[config.mk]
export PLATFORM = sky130hd
export DESIGN_NAME = sap_clock_ctrl
export DESIGN_NICKNAME = d
export VERILOG_FILES = /design/src/rtl/sap_clock_ctrl.sv
export SDC_FILE = /design/constraint.sdc
export NUM_CORES = 1
export LEC_CHECK = 0
export CAP_MARGIN = 20
export CORE_UTILIZATION = 59
export CTS_BUF_LIST = sky130_fd_sc_hd__clkbuf_8
export CTS_CLUSTER_SIZE = 28
export DETAILED_ROUTE_END_ITERATION = 10
export PLACE_DENSITY = 0.82
export SYNTH_ARGS = -nofsm -noshare
export SYNTH_HDL_FRONTEND = slang
export SYNTH_SLANG_ARGS = --single-unit
export TNS_END_PERCENT = 10
[constraint.sdc]
create_clock -name clock_fpga -period 9.2 [get_ports clock_fpga]
set_input_delay 2.3 -clock clock_fpga [delete_from_list [all_inputs] [get_ports clock_fpga]]
set_output_delay 2.3 -clock clock_fpga [all_outputs]
set_load 0.01 [all_outputs]
[src/rtl/sap_clock_ctrl.sv]
// sap_clock_ctrl: clock-enable generator for the SAP datapath.
// Produces single-cycle clock_sap_en pulses in manual (debounced key0),
// auto (periodic) or burst (N pulses per key press) modes, with halt and
// programming-mode suppression.
// Ports:
//   clock_fpga, reset_n      system clock, async active-low reset
//   mode[1:0]                00 manual, 01 auto, 10 burst, 11 hold
//   div_value                tick period = div_value+1 cycles
//   burst_len                pulses per burst
//   key0                     raw active-low pushbutton (asynchronous)
//   prog_run                 0 suppresses all pulses
//   hlt_sig                  halt request from control unit
//   clock_sap_en             registered clock-enable pulse
//   clock_led                toggles on every pulse
//   pulse_count              pulses emitted (wrapping)
//   busy / halted            state == BURST / state == HALTED
module sap_clock_ctrl #(
  parameter int unsigned DIV_WIDTH       = 24,
  parameter int unsigned DEBOUNCE_CYCLES = 50000,
  parameter int unsigned COUNT_WIDTH     = 16
) (
  input  logic                   clock_fpga,
  input  logic                   reset_n,
  input  logic [1:0]             mode,
  input  logic [DIV_WIDTH-1:0]   div_value,
  input  logic [COUNT_WIDTH-1:0] burst_len,
  input  logic                   key0,
  input  logic                   prog_run,
  input  logic                   hlt_sig,
  output logic                   clock_sap_en,
  output logic                   clock_led,
  output logic [COUNT_WIDTH-1:0] pulse_count,
  output logic                   busy,
  output logic                   halted
);

  localparam int unsigned DB_W = (DEBOUNCE_CYCLES > 1) ? $clog2(DEBOUNCE_CYCLES) : 1;
  localparam logic [DB_W-1:0] DB_LAST = DB_W'(DEBOUNCE_CYCLES - 1);

  localparam logic [1:0] MODE_MANUAL = 2'b00;
  localparam logic [1:0] MODE_AUTO   = 2'b01;
  localparam logic [1:0] MODE_BURST  = 2'b10;
  localparam logic [1:0] MODE_HOLD   = 2'b11;

  typedef enum logic [1:0] {
    ST_IDLE   = 2'd0,
    ST_AUTO   = 2'd1,
    ST_BURST  = 2'd2,
    ST_HALTED = 2'd3
  } state_t;

  logic                   sync1_q, sync1_d, sync2_q, sync2_d;
  logic                   key_db_q, key_db_d, key_db_prev_q;
  logic [DB_W-1:0]        db_cnt_q, db_cnt_d;
  state_t                 state_q, state_d;
  logic [DIV_WIDTH-1:0]   div_q, div_d, div_step_c;
  logic [COUNT_WIDTH-1:0] remaining_q, remaining_d;
  logic                   en_q, en_d;
  logic                   led_q, led_d;
  logic [COUNT_WIDTH-1:0] count_q, count_d;
  logic                   busy_q, busy_d;
  logic                   halted_q, halted_d;
  logic                   press_c, div_term_c, div_over_c;

  // Key synchronizer and debouncer; any agreement with the current level restarts the count.
  always_comb begin
    sync1_d  = key0;
    sync2_d  = sync1_q;
    key_db_d = key_db_q;
    db_cnt_d = '0;
    if (sync2_q != key_db_q) begin
      if (db_cnt_q == DB_LAST) begin
        key_db_d = sync2_q;
      end else begin
        db_cnt_d = db_cnt_q + DB_W'(1);
      end
    end
  end

  // Press is the first cycle the debounced level reads low after being high.
  assign press_c = key_db_prev_q & ~key_db_q;

  // Divider terminal count; a divider already past a lowered div_value wraps silently.
  assign div_term_c = (div_q == div_value);
  assign div_over_c = (div_q > div_value);
  assign div_step_c = (div_term_c || div_over_c) ? '0 : div_q + DIV_WIDTH'(1);

  // Next-state and output logic.
  always_comb begin
    state_d     = state_q;
    div_d       = div_q;
    remaining_d = remaining_q;
    en_d        = 1'b0;
    if (hlt_sig) begin
      state_d     = ST_HALTED;
      div_d       = '0;
      remaining_d = '0;
    end else if (!prog_run) begin
      state_d     = ST_IDLE;
      div_d       = '0;
      remaining_d = '0;
    end else begin
      case (state_q)
        ST_HALTED: begin
          state_d = ST_IDLE;
          div_d   = '0;
        end
        ST_IDLE: begin
          div_d = '0;
          case (mode)
            MODE_MANUAL: en_d = press_c;
            MODE_AUTO:   state_d = ST_AUTO;
            MODE_BURST: begin
              if (press_c && (burst_len != '0)) begin
                remaining_d = burst_len;
                state_d     = ST_BURST;
              end
            end
            MODE_HOLD:   ;
            default:     ;
          endcase
        end
        ST_AUTO: begin
          if (mode != MODE_AUTO) begin
            state_d = ST_IDLE;
            div_d   = '0;
          end else begin
            div_d = div_step_c;
            en_d  = div_term_c;
          end
        end
        ST_BURST: begin
          if (mode != MODE_BURST) begin
            state_d     = ST_IDLE;
            div_d       = '0;
            remaining_d = '0;
          end else begin
            div_d = div_step_c;
            if (div_term_c) begin
              en_d        = 1'b1;
              remaining_d = remaining_q - COUNT_WIDTH'(1);
              if (remaining_q == COUNT_WIDTH'(1)) begin
                state_d = ST_IDLE;
              end
            end
          end
        end
        default: begin
          state_d = ST_IDLE;
          div_d   = '0;
        end
      endcase
    end
    count_d  = count_q + COUNT_WIDTH'(en_d);
    led_d    = led_q ^ en_d;
    busy_d   = (state_d == ST_BURST);
    halted_d = (state_d == ST_HALTED);
  end

  // State and output registers.
  always_ff @(posedge clock_fpga or negedge reset_n) begin
    if (!reset_n) begin
      sync1_q       <= 1'b1;
      sync2_q       <= 1'b1;
      key_db_q      <= 1'b1;
      key_db_prev_q <= 1'b1;
      db_cnt_q      <= '0;
      state_q       <= ST_IDLE;
      div_q         <= '0;
      remaining_q   <= '0;
      en_q          <= 1'b0;
      led_q         <= 1'b0;
      count_q       <= '0;
      busy_q        <= 1'b0;
      halted_q      <= 1'b0;
    end else begin
      sync1_q       <= sync1_d;
      sync2_q       <= sync2_d;
      key_db_q      <= key_db_d;
      key_db_prev_q <= key_db_q;
      db_cnt_q      <= db_cnt_d;
      state_q       <= state_d;
      div_q         <= div_d;
      remaining_q   <= remaining_d;
      en_q          <= en_d;
      led_q         <= led_d;
      count_q       <= count_d;
      busy_q        <= busy_d;
      halted_q      <= halted_d;
    end
  end

  assign clock_sap_en = en_q;
  assign clock_led    = led_q;
  assign pulse_count  = count_q;
  assign busy         = busy_q;
  assign halted       = halted_q;

endmodule

==> out/metrics.cfg <==
[outcome]
status=finished clean

[clock_tree]
ctsHtreeMaxLevel=3
cts_buffer_depth=2
postCtsSetupBuffers=0
clk-insertion-delay-late_ns=0.37
cts_hold_buf=0
clkSlewWorstSetupHoldPaths_ns=0.09
cts_resized=0
cts_tree=built
cts_buffers=9
cts_root_buf=clkbuf_8
clock_sinks=82

[logic_synthesis]
avgSynthCellArea_sq_um=9.36
synth_edf_count=0
syn_nets=627
yosys.area.top_type=dfrtp_1
synth-async-reset-ratio_pct=100
synthDistinctLibCells=63
syn_inst=543
syn_area_sq_um=5080
ys_warn_count=0
synth-seq-area-share_pct=40.5
yosysTopAreaCellShare_pct=38.4
synth_flop_cell=dfrtp_1
ys_seq_elements=82
ys_top_cells_by_area=dfrtp_1, ha_1, xnor2_1

[place]
dp_hpwl_um=8690
port_buffers=66
globalplace.congestion=0.876
place_area_sq_um=5780

[route]
via_per_inst=6.25
avgRoutedWirePerCell_um=17.0
final_antenna_net_count=0
drtIter0Drc=250
drc=0
drt-total-wl_um=12100
vias=4449
drt_first_pass_iters=5

[pwr]
power_leakage_nw=2.61
swShare_pct=26.9
switchingPower_mw=0.210
clockPowerShare_pct=38.9
ir_drop_mv=0.0911
internal-power_mw=0.571
combPwrFrac_pct=13.5
seqPwrFrac_pct=47.6
pwr_density_cell_nw_per_um2=129

[floorplan]
dieHeight_um=94.8
core_sq_um=8260
rows=33
io_pins=67
initial_utilization_pct=61.6
die_x_um=94.8
dieArea_sq_um=8990

[setup_path]
worst_ep_required_time_ns=9.50
cp-start-kind=primary input
timing.rr.start=div_q[18]
worstPathArrival_ns=5.86
criticalPathCategory=primary input to flop
endpoint_kind=flop
path_max_fanout=6
crit_start=div_value[18]

[layout]
area_delta_synth_final_pct=19.1
fillers=615
final_cell_mix=dfrtp_1, clkdlybuf4s50_1, nor2_1, inv_1, ha_1
drive_gt1_share_pct=7.08
final_nets=686
diodes=0
final_common_cell=dfrtp_1
finalInstanceArea_sq_um=6050

[global_route]
grt.total_usage_pct=29.0
grt_overflow_total=0
grt_pass1_vias=4285
antenna_found_initial=0
grt_pass1_wl_um=20100
grt_max_degree=83

[timing]
grt_setup_unrepaired=false
final.setup_skew_ns=0.0122
period_needed_ns=5.55
worstMarginPinSlew_ns=0.982
slew_headroom_pct=34.6
hold_violations=0
drv_slew=0
min_period_over_period_pct=60.4
fmax_ghz=0.180
setup_tns_ns=0
final-setup-viol-count=0

[min_path]
min_from=sync1_q
hp-class=flop to flop

[run]
drv_cap=0

Yosys cell counts, types with 5 or more instances:
library cell and number:
nand2_1 34, a211oi_1 7, dfrtp_1 78, a221o_1 5, o21ai_0 8, clkbuf_1 14, and3_1 9, o31ai_1 7
nor3_1 12, a21oi_1 27, inv_1 43, xnor2_1 34, nand4_1 19, xor2_1 21, nor4_1 35, nor2_1 44
nand3_1 27, ha_1 37, a22oi_1 5, or4_1 5
power by group through the flow:
stage | logic, mW | clock network [mW] | registers (mW)
3_3_place_gp | 0.0995 | 0 | 0.378
3_5_place_dp | 0.102 | 0 | 0.378
2_1_floorplan | 0.0602 | 0 | 0.377
4_1_cts | 0.103 | 0.309 | 0.371
6_report | 0.106 | 0.304 | 0.371
5_1_grt | 0.116 | 0.327 | 0.372
flip-flops by register name, indices dropped and copies added (netlist names):
name,cells
div_q,24
db_cnt_q,16
pulse_count,16
remaining_q,16
state_q,2
busy,1
clock_led,1
clock_sap_en,1
halted,1
key_db_prev_q,1
key_db_q,1
sync1_q,1
sync2_q,1
layout make-up:
| class | count | area (sq um) | share of cell area (%) |
|---|---|---|---|
| Multi-Input combinational cell | 398 | 2770 | 45.8 |
| Sequential cell | 82 | 2060 | 34.0 |
| Timing Repair Buffer | 68 | 697 | 11.5 |
| Inverter | 43 | 161 | 2.67 |
| Tap cell | 105 | 131 | 2.17 |
| Clock buffer | 9 | 124 | 2.05 |
| Clock inverter | 7 | 109 | 1.80 |
kinds of logic after synthesis:
| family | share of synthesized area (%) |
|---|---|
| buf+inv | 4.97 |
| fa+ha+maj | 9.11 |
| flops | 40.5 |
| xor+xnor | 9.48 |
| simple gates | 22.5 |
| compound gates | 13.2 |
| mux | 0.221 |
critical path: stages:
cell,delay [ns]
clkdlybuf4s50_1,0.48
inv_1,0.05
ha_1,0.30
nand4_1,0.21
nor4_4,0.52
nand3_1,0.14
a211oi_1,0.56
ha_1,0.30
nand4_1,0.15
nor3_1,0.45
and3_1,0.25
xor2_1,0.14
final timing paths:
path | slack [ns] | end | cells after the start
max | 3.65 | pulse_count[14] | 12
min | 0.36 | sync2_q | 0
max reg2reg | 5.64 | pulse_count[14] | 10
min reg2reg | 0.36 | sync2_q | 0
max in group asynchronous | 6.86 | sync2_q | 2
min in group asynchronous | 1.72 | remaining_q[7] | 1
stage by stage:
stage	power (mW)	worst slack [ns]	hold slack (ns)	util, %	cells
detailed placement	0.481	3.38	0.347	70.0	694
floorplan	0.437	4.35	0.345	-	543
finish	0.781	3.65	0.358	73.3	712
CTS	0.783	3.70	0.359	72.8	710
global placement	0.477	3.54	0.348	70.0	694
global route	0.815	3.48	0.367	73.3	712
routing by layer:
layer	vias up	wire length, um	global-route usage [%]	part of all wire [%]
met2	182	5940	48.2	49
li1	2099	-	-	-
met4	0	194	10.5	1.6
met5	-	0	0	0
met3	18	718	5.07	5.9
met1	2150	5280	37.8	44
(Power assumes the default switching activity.)
